## config.mk

```make
export PLATFORM = sky130hd
export DESIGN_NAME = rob_commit
export DESIGN_NICKNAME = d
export VERILOG_FILES = /design/src/rtl/rob_pkg.sv /design/src/rtl/rob_commit_sel.sv /design/src/rtl/rob_commit.sv
export SDC_FILE = /design/constraint.sdc
export NUM_CORES = 1
export LEC_CHECK = 0
export ABC_AREA = 1
export CORE_AREA = 2 2 208 210
export CTS_CLUSTER_SIZE = 8
export DETAILED_ROUTE_END_ITERATION = 8
export DIE_AREA = 0 0 210 212
export PLACE_DENSITY = 0.62
export SETUP_SLACK_MARGIN = 0.02
export SKIP_CTS_REPAIR_TIMING = 1
export SLEW_MARGIN = 0
export SYNTH_ARGS = -nofsm -noshare
export SYNTH_HDL_FRONTEND = slang
export SYNTH_SLANG_ARGS = --single-unit
```

## constraint.sdc

```tcl
create_clock -name clk -period 6.7 [get_ports clk]
set_clock_uncertainty 0.1 [all_clocks]
set_input_delay 1.34 -clock clk [delete_from_list [all_inputs] [get_ports clk]]
set_output_delay 1.34 -clock clk [all_outputs]
set_load 0.01 [all_outputs]
```

## src/rtl/rob_pkg.sv

```systemverilog
// Shared ROB geometry and commit FSM state encoding.
package rob_pkg;
    localparam int unsigned NBANK = 4;
    localparam int unsigned NROW  = 128;
    localparam int unsigned PTR_W = $clog2(NROW);

    localparam logic [1:0] ST_RUN      = 2'd0;
    localparam logic [1:0] ST_FLUSH    = 2'd1;
    localparam logic [1:0] ST_REDIRECT = 2'd2;
endpackage

```

## src/rtl/rob_commit_sel.sv

```systemverilog
// Picks the in-order retirable prefix of the head row and flags the first
// mispredicting or excepting bank that ends it.
module rob_commit_sel #(
    parameter int unsigned NB = 4,
    parameter int unsigned IW = 2
) (
    input  logic [NB-1:0] i_pending,
    input  logic [NB-1:0] i_rdy,
    input  logic [NB-1:0] i_exc,
    input  logic [NB-1:0] i_mispred,
    output logic [NB-1:0] o_mask,
    output logic          o_trig,
    output logic          o_trig_exc,
    output logic [IW-1:0] o_idx
);
    logic w_stop;

    always_comb begin
        o_mask     = '0;
        o_trig     = 1'b0;
        o_trig_exc = 1'b0;
        o_idx      = '0;
        w_stop     = 1'b0;
        for (int k = 0; k < NB; k++) begin
            // Non-pending banks are already done and never block the prefix.
            if (!w_stop && i_pending[k]) begin
                if (!i_rdy[k]) begin
                    w_stop = 1'b1;
                end else if (i_exc[k]) begin
                    w_stop     = 1'b1;
                    o_trig     = 1'b1;
                    o_trig_exc = 1'b1;
                    o_idx      = IW'(k);
                end else begin
                    o_mask[k] = 1'b1;
                    if (i_mispred[k]) begin
                        w_stop = 1'b1;
                        o_trig = 1'b1;
                        o_idx  = IW'(k);
                    end
                end
            end
        end
    end
endmodule

```

## src/rtl/rob_commit.sv

```systemverilog
// ROB commit stage: retires head-row banks in order, tracks occupancy and
// turns a mispredict/exception into a one-cycle flush plus redirect handshake.
module rob_commit #(
    parameter int unsigned NBANK = rob_pkg::NBANK,
    parameter int unsigned NROW  = rob_pkg::NROW
) (
    input  logic                     clk,
    input  logic                     rst,
    input  logic                     alloc_valid,
    output logic                     alloc_ready,
    output logic [$clog2(NROW)-1:0]  tail_row,
    output logic [$clog2(NROW)-1:0]  head_row,
    input  logic [NBANK-1:0]         ent_valid,
    input  logic [NBANK-1:0]         ent_rdy,
    input  logic [NBANK-1:0]         ent_exc,
    input  logic [8*NBANK-1:0]       ent_exc_type,
    input  logic [NBANK-1:0]         ent_mispred,
    input  logic [32*NBANK-1:0]      ent_pc,
    input  logic [32*NBANK-1:0]      ent_target,
    input  logic [NBANK-1:0]         ent_has_rd,
    input  logic [5*NBANK-1:0]       ent_rd,
    input  logic [7*NBANK-1:0]       ent_pd,
    input  logic [8*NBANK-1:0]       ent_oldpd,
    output logic [NBANK-1:0]         cm_mask,
    output logic [NBANK-1:0]         cm_has_rd,
    output logic [5*NBANK-1:0]       cm_rd,
    output logic [7*NBANK-1:0]       cm_pd,
    output logic [8*NBANK-1:0]       cm_oldpd,
    output logic                     flush,
    output logic                     redirect_valid,
    input  logic                     redirect_ready,
    output logic [31:0]              redirect_pc,
    output logic                     redirect_exc,
    output logic [7:0]               redirect_exc_type
);
    import rob_pkg::*;

    localparam int unsigned PW = $clog2(NROW);
    localparam int unsigned CW = PW + 1;
    localparam int unsigned IW = (NBANK > 1) ? $clog2(NBANK) : 1;
    localparam logic [NBANK-1:0] ALL_DONE = '1;

    logic [1:0]         r_state;
    logic [PW-1:0]      r_head, r_tail;
    logic [CW-1:0]      r_count;
    logic [NBANK-1:0]   r_done;
    logic [NBANK-1:0]   r_cm_mask, r_cm_has_rd;
    logic [5*NBANK-1:0] r_cm_rd;
    logic [7*NBANK-1:0] r_cm_pd;
    logic [8*NBANK-1:0] r_cm_oldpd;
    logic [31:0]        r_redir_pc;
    logic               r_redir_exc;
    logic [7:0]         r_redir_type;

    logic               w_run, w_active, w_alloc, w_row_done, w_trig, w_trig_exc;
    logic [NBANK-1:0]   w_pending, w_mask;
    logic [IW-1:0]      w_idx;
    logic [31:0]        w_pc_sel, w_tgt_sel;
    logic [7:0]         w_type_sel;

    assign w_run       = (r_state == ST_RUN);
    assign w_active    = w_run && (r_count != '0);
    assign w_pending   = w_active ? (ent_valid & ~r_done) : '0;
    assign alloc_ready = w_run && (r_count < CW'(NROW));
    assign w_alloc     = alloc_valid && alloc_ready;
    // Invalid banks count as done, so an all-invalid row completes at once.
    assign w_row_done  = w_active && !w_trig && ((r_done | w_mask | ~ent_valid) == ALL_DONE);

    assign w_pc_sel   = ent_pc[32*w_idx +: 32];
    assign w_tgt_sel  = ent_target[32*w_idx +: 32];
    assign w_type_sel = ent_exc_type[8*w_idx +: 8];

    rob_commit_sel #(
        .NB (NBANK),
        .IW (IW)
    ) u_sel (
        .i_pending  (w_pending),
        .i_rdy      (ent_rdy),
        .i_exc      (ent_exc),
        .i_mispred  (ent_mispred),
        .o_mask     (w_mask),
        .o_trig     (w_trig),
        .o_trig_exc (w_trig_exc),
        .o_idx      (w_idx)
    );

    always_ff @(posedge clk or posedge rst) begin
        if (rst) begin
            r_state      <= ST_RUN;
            r_head       <= '0;
            r_tail       <= '0;
            r_count      <= '0;
            r_done       <= '0;
            r_cm_mask    <= '0;
            r_cm_has_rd  <= '0;
            r_cm_rd      <= '0;
            r_cm_pd      <= '0;
            r_cm_oldpd   <= '0;
            r_redir_pc   <= '0;
            r_redir_exc  <= 1'b0;
            r_redir_type <= '0;
        end else begin
            r_cm_mask   <= w_mask;
            r_cm_has_rd <= ent_has_rd & w_mask;
            r_cm_rd     <= ent_rd;
            r_cm_pd     <= ent_pd;
            r_cm_oldpd  <= ent_oldpd;
            unique case (r_state)
                ST_RUN: begin
                    if (w_trig) begin
                        // Squash everything younger; the row after the trigger restarts empty.
                        r_state      <= ST_FLUSH;
                        r_head       <= r_head + 1'b1;
                        r_tail       <= r_head + 1'b1;
                        r_count      <= '0;
                        r_done       <= '0;
                        r_redir_pc   <= w_trig_exc ? w_pc_sel : w_tgt_sel;
                        r_redir_exc  <= w_trig_exc;
                        r_redir_type <= w_trig_exc ? w_type_sel : 8'h00;
                    end else begin
                        if (w_alloc) begin
                            r_tail <= r_tail + 1'b1;
                        end
                        r_count <= r_count + CW'(w_alloc) - CW'(w_row_done);
                        if (w_row_done) begin
                            r_head <= r_head + 1'b1;
                            r_done <= '0;
                        end else begin
                            r_done <= r_done | w_mask;
                        end
                    end
                end
                ST_FLUSH: r_state <= ST_REDIRECT;
                ST_REDIRECT: begin
                    if (redirect_ready) begin
                        r_state <= ST_RUN;
                    end
                end
                default: r_state <= ST_RUN;
            endcase
        end
    end

    assign head_row          = r_head;
    assign tail_row          = r_tail;
    assign cm_mask           = r_cm_mask;
    assign cm_has_rd         = r_cm_has_rd;
    assign cm_rd             = r_cm_rd;
    assign cm_pd             = r_cm_pd;
    assign cm_oldpd          = r_cm_oldpd;
    assign flush             = (r_state == ST_FLUSH);
    assign redirect_valid    = (r_state == ST_REDIRECT);
    assign redirect_pc       = r_redir_pc;
    assign redirect_exc      = r_redir_exc;
    assign redirect_exc_type = r_redir_type;
endmodule

```

# ---- After elaboration in Yosys (flattened, before gate mapping)
# Cells that the tools add are included.
dict set report totals {
  elab_cells 127
  out_inout_bits 146
  input_bits 392
  register_bits 157
}
dict set report classes {
  muxes 75
  n_lt_le_gt_ge 1
  shifts 3
  add_sub_neg 4
  reduce_logical 20
  eq_ne 5
  bitwise 6
}
# operator n
set ops {}
lappend ops {{$shiftx 128x8->32} 2}
lappend ops {{$mux 1} 51}
lappend ops {{$mux 32} 1}
lappend ops {{$shiftx 32x6->8} 1}
lappend ops {{$mux 7} 4}
lappend ops {{$mux 2} 13}
lappend ops {{$mux 8} 2}
lappend ops {{$add 7x1->7 const B} 2}
lappend ops {{$mux 4} 3}
lappend ops {{$add 8x1->8} 1}
lappend ops {{$and 4x4->4} 2}
lappend ops {{$logic_and 1x1->1} 8}
lappend ops {{$lt 8x8->1 const B} 1}
lappend ops {{$not 4->4} 2}
lappend ops {{$or 4x4->4} 2}
lappend ops {{$reduce_and 2->1} 4}
lappend ops {{$reduce_bool 8->1} 1}
lappend ops {{$sub 8x1->8} 1}
lappend ops {{$pmux 2 s3} 1}
lappend ops {{$eq 4x4->1 const B} 1}
lappend ops {{$logic_not 1->1} 4}
lappend ops {{$ne 2x1->1 const B} 2}
lappend ops {{$reduce_bool 2->1} 2}
lappend ops {{$eq 2x1->1 const B} 1}
lappend ops {{other kinds (2)} 2}

# ---- Logic depth before layout (Yosys ltp)
# Gate-level depths: netlist of the first run.
dict set report logic_depth {
  depth_word 21
  ltp_mapped 31
  ltp_nobuf 29
}

# ---- Hierarchy
# A second synthesis of the first run with hierarchy kept.
dict set report unflattened {
  hier_cells 1112
  hier_area_um2 8500.7
}
# mod area_each_um2 seq_area_each_um2 n_inst cells_per_inst
set by_module_without_submodules {}
lappend by_module_without_submodules {rob_commit 8284.2 3928.8 1 1070}
lappend by_module_without_submodules {rob_commit_sel 216.5 0.0 1 42}

# ---- Least setup slack after synthesis of the first run
# No wires, ideal clock.
dict set report synth_path {
  kind {in2reg}
  start {in ent_exc[1]}
  end {reg r_count[6]}
  arrival_ps 4172
  setup_time_ps 128
  required_ps 6472
  path_stages 22
  setup_slack_ps 2300
  n_path_buf 2
  cell_sequence {nor2_1 > a21oi_1 > nor2_2 > nand2_2 > inv_2 > nand3_2 > nand2_2 > nor2_8 > inv_4 > buf_6 > buf_6 > nor2_1 > ha_1 > inv_1 > ha_1 > fa_1 > a31oi_1 > inv_1 > a21oi_1 > o21ai_0 > xnor2_1 > o22ai_1}
}
dict set report synth_between {
  elab_chain_cells 16
  word_cells_on_any_way 35
  cone_classes {add/sub (1); eq/ne (1); mux (24); bitwise (2); reduce/logical (7)}
}
# element line_no
set synth_rtl {}
lappend synth_rtl {{start, declared} rob_commit.sv:15} ;# input logic [NBANK-1:0] ent_exc,
lappend synth_rtl {{$mux 1} rob_commit_sel.sv:29} ;# end else if (i_exc[k]) begin
lappend synth_rtl {{$mux 1} rob_commit_sel.sv:27} ;# if (!i_rdy[k]) begin
lappend synth_rtl {{$mux 1} rob_commit_sel.sv:26} ;# if (!w_stop && i_pending[k]) begin
lappend synth_rtl {{$mux 1} rob_commit_sel.sv:36} ;# if (i_mispred[k]) begin
lappend synth_rtl {{$mux 1} rob_commit_sel.sv:29}
lappend synth_rtl {{$mux 1} rob_commit_sel.sv:27}
lappend synth_rtl {{$mux 1} rob_commit_sel.sv:26}
lappend synth_rtl {{$logic_not 1->1 / $mux 1 (equally long branches)} {rob_commit_sel.sv:26, rob_commit_sel.sv:36}}
lappend synth_rtl {{$logic_and 1x1->1 / $mux 1 (equally long branches)} {rob_commit_sel.sv:26, rob_commit_sel.sv:29}}
lappend synth_rtl {{$mux 1 (on tied branches)} {rob_commit_sel.sv:26, rob_commit_sel.sv:27}}
lappend synth_rtl {{$or 4x4->4 / $mux 1 (equally long branches)} {rob_commit.sv:67, rob_commit_sel.sv:26}}
lappend synth_rtl {{$or 4x4->4 / $logic_not 1->1 (equally long branches)} rob_commit.sv:67} ;# assign w_row_done = w_active && !w_trig && ((r_done | w_mask | ~ent_valid) == ALL_DONE);
lappend synth_rtl {{$eq 4x4->1 / $logic_and 1x1->1 (equally long branches)} rob_commit.sv:67}
lappend synth_rtl {{$logic_and 1x1->1} rob_commit.sv:67}
lappend synth_rtl {{$sub 8x1->8} rob_commit.sv:124} ;# r_count <= r_count + CW'(w_alloc) - CW'(w_row_done);
lappend synth_rtl {{$mux 8 (*)} rob_commit.sv:110} ;# if (w_trig) begin
lappend synth_rtl {{end signal, assigned} rob_commit.sv:124}
lappend synth_rtl {{end, declared} rob_commit.sv:45} ;# logic [CW-1:0] r_count;
# Mark *: on every way between the ends. The rest lies on a longest branch, timed or not.
# A chain may end at the register's enable or synchronous reset.

# ---- Worst setup path in the final report of the first run
dict set report layout_path {
  start {in ent_exc[0]}
  end {reg r_count[6]}
}
dict set report layout_between {
  elab_chain_cells 20
  word_cells_on_any_way 45
  cone_classes {add/sub (1); eq/ne (1); mux (32); bitwise (2); reduce/logical (9)}
}
# element line_no
set layout_rtl {}
lappend layout_rtl {{$mux 1} rob_commit_sel.sv:29}
lappend layout_rtl {{$mux 1} rob_commit_sel.sv:27}
lappend layout_rtl {{$mux 1} rob_commit_sel.sv:26}
lappend layout_rtl {{$mux 1} rob_commit_sel.sv:36}
lappend layout_rtl {{$mux 1} rob_commit_sel.sv:29}
lappend layout_rtl {{$mux 1} rob_commit_sel.sv:27}
lappend layout_rtl {{$mux 1} rob_commit_sel.sv:26}
lappend layout_rtl {{$mux 1} rob_commit_sel.sv:36}
lappend layout_rtl {{[4 not listed]} -}
lappend layout_rtl {{$logic_and 1x1->1 / $mux 1 (equally long branches)} {rob_commit_sel.sv:26, rob_commit_sel.sv:29}}
lappend layout_rtl {{$mux 1 (on tied branches)} {rob_commit_sel.sv:26, rob_commit_sel.sv:27}}
lappend layout_rtl {{$or 4x4->4 / $mux 1 (equally long branches)} {rob_commit.sv:67, rob_commit_sel.sv:26}}
lappend layout_rtl {{$or 4x4->4 / $logic_not 1->1 (equally long branches)} rob_commit.sv:67}
lappend layout_rtl {{$eq 4x4->1 / $logic_and 1x1->1 (equally long branches)} rob_commit.sv:67}
lappend layout_rtl {{$logic_and 1x1->1} rob_commit.sv:67}
lappend layout_rtl {{$sub 8x1->8} rob_commit.sv:124}
lappend layout_rtl {{$mux 8 (*)} rob_commit.sv:110}
# Marks and branches as above.

==> results of run 1 <==
[through the flow]
stage / util (%) / worst slack [ns] / instances / power, µW / area (µm²)
after floorplan: - / 1.03 / 1345 / 2730 / 9610
after global placement: 36.0 / 1.37 / 2348 / 3730 / 15300
after detailed placement: 36.0 / 1.32 / 2348 / 3760 / 15300
after CTS: 37.4 / 1.85 / 2380 / 4810 / 15900
after global routing: 37.4 / 1.41 / 2380 / 5100 / 15900
final: 37.4 / 1.81 / 2383 / 4750 / 15900
[kinds of logic (layout without fill, tap and decap cells)]
kind of cell	after synthesis	in the layout	share of synthesized area, %
xor gates and xnor gates	12	12	1.09
adders and majority gates	14	14	1.90
AOI/OAI and AO/OA	43	43	2.76
other	0	3	0
and+or+nand+nor	722	722	36.4
buffers and inverters	397	886	17.0
DFF	157	157	40.9
[state kept, by name, indices dropped and copies added, names as in the netlist, 2 cells and up]
name               cells
cm_oldpd              32
redirect_pc           32
cm_pd                 28
cm_rd                 20
r_count                8
redirect_exc_type      8
head_row               7
tail_row               7
cm_has_rd              4
cm_mask                4
r_done                 4
r_state                2
[worst min-delay path by stage]
stage	depth (start not counted)	slack (ns)	from	end
after floorplan	2	0.37	r_count[7]$_DFFE_PP0N_	r_count[7]$_DFFE_PP0N_
after global placement	2	0.36	redirect_pc[30]$_DFFE_PP0P_	redirect_pc[30]$_DFFE_PP0P_
after detailed placement	2	0.37	redirect_pc[5]$_DFFE_PP0P_	redirect_pc[5]$_DFFE_PP0P_
after CTS	2	0.39	redirect_pc[13]$_DFFE_PP0P_	redirect_pc[13]$_DFFE_PP0P_
after global routing	2	0.40	redirect_pc[13]$_DFFE_PP0P_	redirect_pc[13]$_DFFE_PP0P_
final	1	0.38	redirect_exc$_DFFE_PP0P_	redirect_exc$_DFFE_PP0P_
[cell type report]
cell class                 count  share of cell area [%]
multi-input combinational    791                    25.6
clock buffer                  19                    2.72
inverter                     305                    7.27
timing repair buffer         549                    34.4
clock inverter                13                   0.952
antenna                        3                  0.0472
tap                          546                    4.30
sequential                   157                    24.7
[placed cells by master, fill, tap and decap left out, drive strengths merged, types with 3 or more instances in the layout]
cell           instances
a21oi                  7
a31oi                  4
buf                   12
clkbuf                19
clkdlybuf4s50        537
clkinv                 6
dfrtp                157
diode                  3
ha                    13
inv                  310
nand2                287
nand3                262
nand4                131
nor2                  34
o211ai                 6
o21ai                 10
o22ai                 13
or2                    3
xnor2                  6
xor2                   6
[metal layers]
layer | wire (µm) | vias up | global-route usage, %
met5 | 7 | - | 0
met2 | 20400 | 519 | 31.3
met3 | 3260 | 68 | 4.90
met4 | 1320 | 2 | 8.49
li1 | - | 5249 | -
met1 | 18000 | 5067 | 23.3
[worst max-delay path, delay by kind of cell]
kind	cells	cell delay (ns)
AO/OA/AOI/OAI	4	0.55
adder cells (fa/ha/maj)	3	0.93
AND/OR/NAND/NOR	8	1.12
XOR/XNOR	1	0.14
buffers and inverters	5	1.07
[power by group through the flow]
stage	Clock, µW	Sequential, µW	Combinational [µW]
CTS	1060	1320	2430
global placement	0	1330	2400
global route	1080	1350	2660
finish	1010	1320	2410
detailed placement	0	1330	2420
floorplan	0	1400	1340
==> results.md, run 1 <==
* Status: completed
* CP Capture Point: r_count[6]$_DFFE_PP0N_
* Min Tclk post-route at 4.89 ns
* Post-synth cell types at 38
* Final count of pins violating max slew at 0
* IO Port Bufs at 537
* Clock power share at 21.3%
* Critical Path Source Type: primary input
* Routed length per placed instance at 18.0 µm
* WL final at 43000 µm
* EDFF count, synth at 0
* Post-synthesis register bit count at 157
* CTS tree: built
* Die Ht at 212 µm
* TritonCTS Buffers at 17
* Mapped Cells at 1345
* Gr ovfl total at 0
* Synthesized Nets at 1751
* Largest stage delay, worst path at 0.47 ns
* Max-cap violation count at 0
* Final Net Count at 2227
* Ys async rst share at 100%
* Clk root buf: clkbuf_16
* Synth area leaders: dfrtp_1, nand3_1, inv_1
* Max frequency at 204 MHz
* Setup violators final at 0
* Most numerous cell in the Yosys netlist: inv_1
* PD cells at 299 nW/µm²
* Core Area at 42500 µm²
* Yosys warning count at 0
* Io pins at 538
* Class of the tightest hold or removal check: reg2reg
* Multi-input logic area at 4060 µm²
* CTS sink cnt at 157
* Sequential Power Share at 27.8%
* DP HPWL at 31300 µm
* Worst setup path startpoint: ent_exc[0]
* Synth Cell Area at 9610 µm²
* Leakage power at 0.00772 µW
* Gp weighted congestion at 0.876
* Post-synthesis sequential area ratio at 40.9%
* Kind of critical path: in2reg
* Avg Inst Size Synth at 7.15 µm²
* Critical path peak fanout at 38
* Initial antenna violation count at 3
* Post-synth top area share at 40.9%
* Area delta synth->final at 65.4%
* Crit end category: flop
* Critical Path RT at 6.97 ns
* Crit-path slowest cell: clkdlybuf4s50_1
* Clock latency on the worst-skew pair at 0.48 ns
* Clock transition at path regs at 0.07 ns
* Switching share of power at 42.2%
* Combinational power share at 50.8%
* Hold Fails Final Rpt at 0
* Setup TNS at 0 ns
* Area leader, netlist: dfrtp_1
* Pre-Repair DR Iteration Count at 6
* FF/Latch Area at 3930 µm²
* Max-slew headroom at 30.0%
* H-tree Lvls at 4
* Clock tree buffer depth at 2
* P_int at 2750 µW
* Peak VDD IR at 0.198 mV
* Commonest cells in the synthesized netlist: inv_1, nand2_1, nand3_1, dfrtp_1, nand4_1
* GRT Total Usage at 19.0%
* Layout cells sized above 1 at 3.98%
* Post-DR vias/cell at 4.58
* Die Span X at 210 µm
* Final period utilization at 73.0%
* Fill cell total of the finished layout at 4402
* DRT iter0 DRCs at 1095
* Predominant post-synthesis flop cell: dfrtp_1
* Pin count of the biggest net entering global routing at 129
* Reg2Reg Launch Point: r_count[4]$_DFFE_PP0N_
* Die Area at 44500 µm²
* Worst Tran Pin Value at 1.05 ns
* Initial Util at 22.6%
* CP arrival at 5.16 ns
* Critical path, cell by cell: clkdlybuf4s50_1 -> nor2_1 -> nand2_1 -> nand4_4 -> nand2_2 -> nor2_4 -> inv_2 -> nand2_2 -> nor2_8 -> inv_4 -> nor2_1 -> ha_1 -> inv_1 -> ha_1 -> fa_1 -> a31oi_1 -> inv_1 -> a21oi_1 -> o21ai_0 -> xnor2_1 -> o22ai_1
* R2r endpoint: r_count[6]$_DFFE_PP0N_
* Number of global-route vias before repair at 11000
* R2R Setup Slk at 2.36 ns
* Worst hold slack at 0.385 ns
* FF-to-FF path depth at 24
* Antenna viol nets, final at 0
* First-pass GRT wire length at 63600 µm
* RSZ-0062 raised after global routing: no
* Sw Pwr at 2000 µW
* DR DRC count at 0
* Core Rows at 76
* Via count at 10900
Note: power is estimated with default switching activity, not from simulation.
==> inputs of run 2 (changes only) <==
==> constraint.sdc (replaced) <==
create_clock -name clk -period 5.1 [get_ports clk]
set_clock_uncertainty 0.1 [all_clocks]
set_input_delay 1.02 -clock clk [delete_from_list [all_inputs] [get_ports clk]]
set_output_delay 1.02 -clock clk [all_outputs]
set_load 0.01 [all_outputs]
==> run 2 against run 1 <==
Flip-flop and latch count did not move. Worst setup slack got worse by 0.83 ns. Worst hold slack worse by 0.0072 ns. Register-to-register slack worse by 0.99 ns. Die area unchanged. Sequential power rose by 32%. Critical path depth decreased by 3. Sequential share of layout area decreased by 0.28 points. Final cell count rose by 0.38%.
==> results.md, run 2 (synthesized netlist as in run 1, its figures left out) <==
* Status: completed (unchanged)
* Most common cell after layout, fill and taps aside: clkdlybuf4s50_1 (unchanged)
* WL final at 43500 µm (was 43000 µm)
* CTS tree: built (unchanged)
* Fill cell total of the finished layout at 4343 (was 4402)
* Critical path peak fanout at 4 (was 38)
* Worst hold slack at 0.378 ns (was 0.385 ns)
* CP arrival at 4.38 ns (was 5.16 ns)
* Pre-Repair DR Iteration Count at 6 (unchanged)
* Combinational power share at 51.4% (was 50.8%)
* Post-DR vias/cell at 4.66 (was 4.58)
* Gr ovfl total at 0 (unchanged)
* IO Port Bufs at 537 (unchanged)
* RSZ-0062 raised after global routing: no (unchanged)
* Final Net Count at 2237 (was 2227)
* Final count of pins violating max slew at 0 (unchanged)
* Initial antenna violation count at 3 (unchanged)
* Multi-input logic area at 4060 µm² (unchanged)
* First-pass GRT wire length at 63900 µm (was 63600 µm)
* DP HPWL at 32100 µm (was 31300 µm)
* Sw Pwr at 2640 µW (was 2000 µW)
* Area delta synth->final at 67.3% (was 65.4%)
* Reg2Reg Launch Point: r_count[4]$_DFFE_PP0N_ (unchanged)
* Kind of critical path: in2reg (unchanged)
* DRT iter0 DRCs at 758 (was 1095)
* H-tree Lvls at 4 (unchanged)
* Core Area at 42500 µm² (unchanged)
* Via count at 11100 (was 10900)
* CP Capture Point: r_count[6]$_DFFE_PP0N_ (unchanged)
* TritonCTS Buffers at 17 (unchanged)
* Gp weighted congestion at 0.891 (was 0.876)
* Sequential Power Share at 27.5% (was 27.8%)
* R2r endpoint: r_count[6]$_DFFE_PP0N_ (unchanged)
* Core Rows at 76 (unchanged)
* DR DRC count at 0 (unchanged)
* Clock power share at 21.0% (was 21.3%)
* GRT Total Usage at 19.0% (about the same)
* Critical Path Source Type: primary input (unchanged)
* Antenna viol nets, final at 0 (unchanged)
* FF-to-FF path depth at 21 (was 24)
* Final period utilization at 80.9%
* R2R Setup Slk at 1.37 ns (was 2.36 ns)
* Crit end category: flop (unchanged)
* CTS sink cnt at 157 (unchanged)
* P_int at 3660 µW (was 2750 µW)
* Layout cells sized above 1 at 4.61% (was 3.98%)
* Leakage power at 0.00781 µW (was 0.00772 µW)
* PD cells at 392 nW/µm² (was 299 nW/µm²)
* FF/Latch Area at 3930 µm² (unchanged)
* Die Span X at 210 µm (unchanged)
* Max-cap violation count at 0 (unchanged)
* Class of the tightest hold or removal check: reg2reg (unchanged)
* Routed length per placed instance at 18.2 µm (was 18.0 µm)
* Min Tclk post-route at 4.13 ns
* Clock tree buffer depth at 2 (unchanged)
* Initial Util at 22.6% (unchanged)
* Worst Tran Pin Value at 0.971 ns (was 1.05 ns)
* Max-slew headroom at 35.1% (was 30.0%)
* Cell total after placement at 2358 (was 2348)
* Die Area at 44500 µm² (unchanged)
* Worst setup path startpoint: ent_exc[1] (was ent_exc[0])
* Commonest non-fill, non-tap cells in the layout: clkdlybuf4s50_1, inv_1, nand2_1, nand3_1, dfrtp_1 (unchanged)
* Number of global-route vias before repair at 11000 (about the same)
* Overall Power at 6310 µW (was 4750 µW)
* Die Ht at 212 µm (unchanged)
* Clock transition at path regs at 0.07 ns (about the same)
* Peak VDD IR at 0.399 mV (was 0.198 mV)
* Critical Path RT at 5.36 ns (was 6.97 ns)
* Clk root buf: clkbuf_16 (unchanged)
* Io pins at 538 (unchanged)
* Hold Fails Final Rpt at 0 (unchanged)
* Pin count of the biggest net entering global routing at 158 (was 129)
* Setup violators final at 0 (unchanged)
* Switching share of power at 41.9% (was 42.2%)
* Max frequency at 242 MHz
* Setup TNS at 0 ns (unchanged)
* Clock latency on the worst-skew pair at 0.47 ns (was 0.48 ns)
* Finished Layout Cells at 2392 (was 2383)
-- run 2: worst max-delay path, cell delays in order --
cell             delay [ns]
clkdlybuf4s50_1        0.44
nor2_1                 0.25
a21oi_1                0.12
nor2_2                 0.19
nand2_2                0.09
nor4_2                 0.34
o211ai_1               0.16
nor2_1                 0.14
ha_1                   0.14
inv_1                  0.04
ha_1                   0.20
fa_1                   0.42
a31oi_1                0.22
inv_1                  0.07
a21oi_1                0.14
o21ai_0                0.13
xnor2_1                0.16
o22ai_1                0.10
-- run 2: layout make-up --
class / count / area share (%)
well taps: 546 / 4.25
diodes: 2 / 0.0311
repair buffers: 559 / 35.1
multi-input cells: 791 / 25.3
clock buffers: 18 / 2.73
flip-flops and latches: 157 / 24.4
inverters: 305 / 7.18
clock inverters: 14 / 0.965
-- run 2: power by group through the flow --
stage | logic (µW) | clock network (µW) | registers (µW)
2_1_floorplan | 1760 | 0 | 1830
3_3_place_gp | 3210 | 0 | 1750
3_5_place_dp | 3260 | 0 | 1750
4_1_cts | 3280 | 1390 | 1740
5_1_grt | 3590 | 1430 | 1780
6_report | 3240 | 1330 | 1740
-- run 2: worst min path at each step --
stage,from,end,slack (ns),cells after the start
after floorplan,r_count[7]$_DFFE_PP0N_,r_count[7]$_DFFE_PP0N_,0.37,2
after global placement,redirect_pc[16]$_DFFE_PP0P_,redirect_pc[16]$_DFFE_PP0P_,0.36,2
after detailed placement,redirect_pc[25]$_DFFE_PP0P_,redirect_pc[25]$_DFFE_PP0P_,0.36,2
after CTS,redirect_pc[25]$_DFFE_PP0P_,redirect_pc[25]$_DFFE_PP0P_,0.38,2
after global routing,redirect_pc[28]$_DFFE_PP0P_,redirect_pc[28]$_DFFE_PP0P_,0.40,2
final,redirect_pc[25]$_DFFE_PP0P_,redirect_pc[25]$_DFFE_PP0P_,0.38,2
-- run 2: metrics by stage --
step                setup slack [ns]  util, %  cell area, µm²
finish                         0.974     37.8           16100
global route                   0.661     37.8           16100
CTS                             1.07     37.8           16100
detailed placement             0.529     36.4           15500
global placement               0.582     36.4           15500
floorplan                       1.02        -            9620
-- run 2: layer usage --
| layer | GRT usage (%) | up-vias | routed length [µm] | share of wire, % |
|---|---|---|---|---|
| met5 | 0 | - | 16 | 0.037 |
| met3 | 5.78 | 76 | 3720 | 8.6 |
| met2 | 31.6 | 518 | 20900 | 48 |
| met1 | 22.7 | 5286 | 17600 | 40 |
| li1 | - | 5262 | - | - |
| met4 | 8.36 | 2 | 1290 | 3.0 |
==> inputs of run 3 (changes only) <==
==> constraint.sdc (replaced) <==
create_clock -name clk -period 4.1 [get_ports clk]
set_clock_uncertainty 0.1 [all_clocks]
set_input_delay 0.82 -clock clk [delete_from_list [all_inputs] [get_ports clk]]
set_output_delay 0.82 -clock clk [all_outputs]
set_load 0.01 [all_outputs]
==> run 3 against run 2 <==
Sequential power increased by 24%. Total power is 26% higher. Flip-flop and latch count did not move. Final area increased by 1.4%. Via count about the same. Count of clock-buffer cells in the layout decreased by 1. Worst hold slack better by 0.0026 ns. Worst setup slack worse by 0.66 ns. Combinational power up 28%. Critical endpoint is now r_count[7]$_DFFE_PP0N_.
==> results.md, run 3 (synthesized netlist as in run 1, its figures left out) <==
* Clock tree buffer depth at 2 (unchanged)
* Critical Path RT at 4.42 ns (was 5.36 ns)
* Sequential Power Share at 27.1% (was 27.5%)
* Die Ht at 212 µm (unchanged)
* Switching share of power at 42.4% (was 41.9%)
* WL final at 43900 µm (was 43500 µm)
* Post-DR vias/cell at 4.61 (was 4.66)
* Combinational power share at 52.3% (was 51.4%)
* Critical path peak fanout at 3 (was 4)
* Core Area at 42500 µm² (unchanged)
* WL met3 at 3670 µm (was 3720 µm)
* Io pins at 538 (unchanged)
* Initial Util at 22.6% (unchanged)
* DRT iter0 DRCs at 982 (was 758)
* Leakage power at 0.00794 µW (was 0.00781 µW)
* GRT Total Usage at 19.3% (was 19.0%)
* CTS tree: built (unchanged)
* Min Tclk post-route at 3.78 ns
* Max-slew headroom at 45.3% (was 35.1%)
* Clk root buf: clkbuf_16 (unchanged)
* Peak VDD IR at 0.497 mV (was 0.399 mV)
* Max layer used: met5 (unchanged)
* RSZ-0062 raised after global routing: no (unchanged)
* Max frequency at 264 MHz
* Critical Path Source Type: primary input (unchanged)
* Fill cell total of the finished layout at 4373 (was 4343)
* TritonCTS Buffers at 17 (unchanged)
* FF/Latch Area at 3930 µm² (unchanged)
* Met2 Routed Length at 20900 µm (about the same)
* Pin count of the biggest net entering global routing at 73 (was 158)
* First-pass GRT wire length at 64500 µm (was 63900 µm)
* Setup violators final at 0 (unchanged)
* Kind of critical path: in2reg (unchanged)
* Die Span X at 210 µm (unchanged)
* Area delta synth->final at 69.6% (was 67.3%)
* Finished Layout Cells at 2420 (was 2392)
* Die Area at 44500 µm² (unchanged)
* Pre-Repair DR Iteration Count at 7 (was 6)
* Initial antenna violation count at 3 (unchanged)
* Clock latency on the worst-skew pair at 0.48 ns (was 0.47 ns)
* Via count at 11200 (was 11100)
* Clock power share at 20.6% (was 21.0%)
* FF-to-FF path depth at 28 (was 21)
* CTS sink cnt at 157 (unchanged)
* Layout cells sized above 1 at 6.04% (was 4.61%)
* CP arrival at 4.11 ns (was 4.38 ns)
* DR DRC count at 0 (unchanged)
* Cell area after layout at 16300 µm² (was 16100 µm²)
* PD cells at 487 nW/µm² (was 392 nW/µm²)
* Final period utilization at 92.3%
* Antenna viol nets, final at 0 (unchanged)
* Core Rows at 76 (unchanged)
* Worst Tran Pin Value at 0.821 ns (was 0.971 ns)
* Status: completed (unchanged)
* Max-cap violation count at 0 (unchanged)
* Most common cell after layout, fill and taps aside: clkdlybuf4s50_1 (unchanged)
* P_int at 4570 µW (was 3660 µW)
* Cell total after placement at 2386 (was 2358)
* DP HPWL at 32800 µm (was 32100 µm)
* IO Port Bufs at 537 (unchanged)
* Final Net Count at 2265 (was 2237)
* Gp weighted congestion at 0.916 (was 0.891)
* Hold Fails Final Rpt at 0 (unchanged)
* Sw Pwr at 3370 µW (was 2640 µW)
* Area after DPL at 15700 µm² (was 15500 µm²)
* Commonest non-fill, non-tap cells in the layout: clkdlybuf4s50_1, inv_1, nand2_1, nand3_1, dfrtp_1 (unchanged)
* Clock transition at path regs at 0.07 ns (about the same)
* H-tree Lvls at 4 (unchanged)
* Class of the tightest hold or removal check: reg2reg (unchanged)
* Multi-input logic area at 4060 µm² (unchanged)
* Number of global-route vias before repair at 11100 (was 11000)
* Crit end category: flop (unchanged)
* Routed length per placed instance at 18.1 µm (was 18.2 µm)
* Met1 wire length at 18100 µm (was 17600 µm)
* Worst hold stages at 2 (unchanged)
* Gr ovfl total at 0 (unchanged)
* Final count of pins violating max slew at 0 (unchanged)
## run 3: cell count changes in the layout (fill, tap and decap cells not counted), moves of 2 or more
cell	change
buf_4	+27
clkinv_8	+2
clkinvlp_4	+2
clkinv_4	-3
## run 3: routing by layer
layer  vias up  track usage [%]
met5         -                0
met4         2             7.65
met3        57             5.72
met2       528             32.4
met1      5241             23.1
li1       5325                -
## run 3: final timing paths
kind	slack, ns	from	endpoint
max	0.32	ent_valid[0]	r_count[7]$_DFFE_PP0N_
min	0.38	redirect_pc[15]$_DFFE_PP0P_	redirect_pc[15]$_DFFE_PP0P_
max reg2reg	0.40	r_count[4]$_DFFE_PP0N_	r_count[7]$_DFFE_PP0N_
min reg2reg	0.38	redirect_pc[15]$_DFFE_PP0P_	redirect_pc[15]$_DFFE_PP0P_
max in group asynchronous	2.42	rst	r_done[3]$_DFFE_PP0N_
min in group asynchronous	0.68	rst	cm_oldpd[31]$_DFF_PP0_
## run 3: cell type report
| class | instances | area share, % |
|---|---|---|
| Antenna cell | 2 | 0.0307 |
| Clock buffer | 17 | 2.61 |
| Clock inverter | 15 | 1.02 |
| Inverter | 305 | 7.08 |
| Multi-Input combinational cell | 791 | 24.9 |
| Sequential cell | 157 | 24.1 |
| Tap cell | 546 | 4.19 |
| Timing Repair Buffer | 587 | 36.0 |
## run 3: worst max-delay path, stage by stage
cell,delay [ns]
clkdlybuf4s50_1,0.48
inv_1,0.04
nor2_1,0.14
inv_1,0.09
nor2_2,0.14
nand2_1,0.10
nor2_1,0.14
o22ai_1,0.09
nor2_1,0.15
o211ai_1,0.13
nor2_1,0.12
ha_1,0.15
inv_1,0.06
ha_1,0.28
nand3_1,0.10
nand3_1,0.10
nand2_1,0.08
nand2_1,0.04
a21oi_1,0.20
or2_2,0.17
nand2_1,0.05
a21oi_1,0.15
nor2_1,0.06
nor2_1,0.10
nand2_1,0.06
nand2_1,0.05
## run 3: power groups by stage
stage | Sequential [µW] | Clock, µW | Combinational (µW)
2_1_floorplan | 2280 | 0 | 2190
3_3_place_gp | 2170 | 0 | 4110
3_5_place_dp | 2170 | 0 | 4170
4_1_cts | 2150 | 1690 | 4190
5_1_grt | 2200 | 1750 | 4560
6_report | 2150 | 1640 | 4150
## run 3: metrics by stage
stage / setup TNS [ns] / hold slack [ns] / power [µW] / util, % / setup WS (ns)
2_1_floorplan: 0 / 0.371 / 4470 / - / 0.220
4_1_cts: 0 / 0.384 / 8030 / 38.3 / 0.400
3_3_place_gp: -0.0514 / 0.360 / 6270 / 37.0 / -0.0514
6_report: 0 / 0.380 / 7940 / 38.4 / 0.317
5_1_grt: 0 / 0.400 / 8510 / 38.3 / 0.0744
3_5_place_dp: -0.243 / 0.365 / 6340 / 37.0 / -0.129
==> patch: new RTL, flow settings as in run 2 <==
Make the reset (`rst`) synchronous in one clocked block.
--- a/src/rtl/rob_commit.sv
+++ b/src/rtl/rob_commit.sv
@@ -86,3 +86,3 @@
 
-    always_ff @(posedge clk or posedge rst) begin
+    always_ff @(posedge clk) begin
         if (rst) begin
Formal check against the unedited RTL: differs if rst is asserted again (counterexample within 4 cycles, from zero or initial values and one cycle with rst high); with rst held inactive, the same outputs for 4 cycles.
==> patch against run 2 <==
  * Power grew 13%
  * Combinational power grew 27%
  * Synthesized area grew 2.3%
  * Routed wire length grew 3.1%
  * Global-route usage grew 0.55 points
  * Worst setup slack lost 0.17 ns
  * Sequential cell count is the same
  * First-iteration DRC count grew 26%
  * Cell area is essentially flat
  * Critical path depth grew 6
  * Register-to-register slack lost 0.22 ns
==> patch: results (changes against run 2) <==
status: finished clean
Non-Clock Buffer Count: 548 (-2.0%)
Finished Cell Area: 0.0161 sq mm (about the same)
Final #Nets: 2447 (+9.4%)
clk cell area share: 3.78% (+0.087 points)
multi-input combinational area share: 29.1% (+3.8 points)
Adder-Cell Fraction of Synth Area: 1.86% (-0.042 points)
Hold Path End: redirect_exc_type[6]
switching power: 3.31 mW (+25%)
worst slack, placed: 0.335 ns (-0.194 ns)
Seq/Total Area, Yosys: 32.0% (-8.9 points)
Non-clock buffer share: 34.2% (-0.90 points)
Multi-Input Combinational: 933 (+18%)
HP Start: redirect_exc_type[6]
Avg Vias per Cell: 4.54 (-2.5%)
Compound-Gate Fraction of Synth Area: 6.96% (+4.2 points)
Layout Cells excl Fill: 2604 (+8.9%)
Post-DP Area: 0.0155 sq mm (-0.17%)
count of different cell masters after synthesis: 42 (+11%)
crit path from: ent_valid[1]
Critical Path Sink: r_count[6]
synthesized instance count: 1581 (+18%)
Comb. pwr: 4.13 mW (+27%)
Peak supply drop: 0.389 mV (-2.7%)
GR Util met3: 6.35% (+0.58 points)
worst skew pair latency: 0.45 ns (-0.02 ns)
## patch: changes by cell type after synthesis, moves of 9 or more
cell | before | now
clkbuf_1 | 11 | 34
nand2_1 | 279 | 270
nor2_1 | 27 | 145
a21oi_2 | 0 | 11
nand3_1 | 261 | 208
a21oi_1 | 7 | 48
buf_2 | 72 | 40
inv_1 | 300 | 378
o21ai_1 | 0 | 27
dfxtp_1 | 0 | 157
dfrtp_1 | 157 | 0
buf_1 | 0 | 11
o22ai_1 | 13 | 0
o21ai_0 | 10 | 35
## patch: kinds of logic (layout without fill, tap and decap cells)
family	Yosys count	in the layout
compound gates	126	126
xor+xnor	11	11
simple gates	782	782
flops	157	157
fa+ha+maj	14	14
buf+inv	491	964
other cells	0	4
## patch: metal layers
metal / up-vias / part of all wire (%) / wire length (um)
li1: 5836 / - / -
met5: - / 0.049 / 22
met1: 5383 / 39 / 17600
met4: 4 / 3.9 / 1770
met2: 529 / 48 / 21400
met3: 76 / 9.0 / 4050
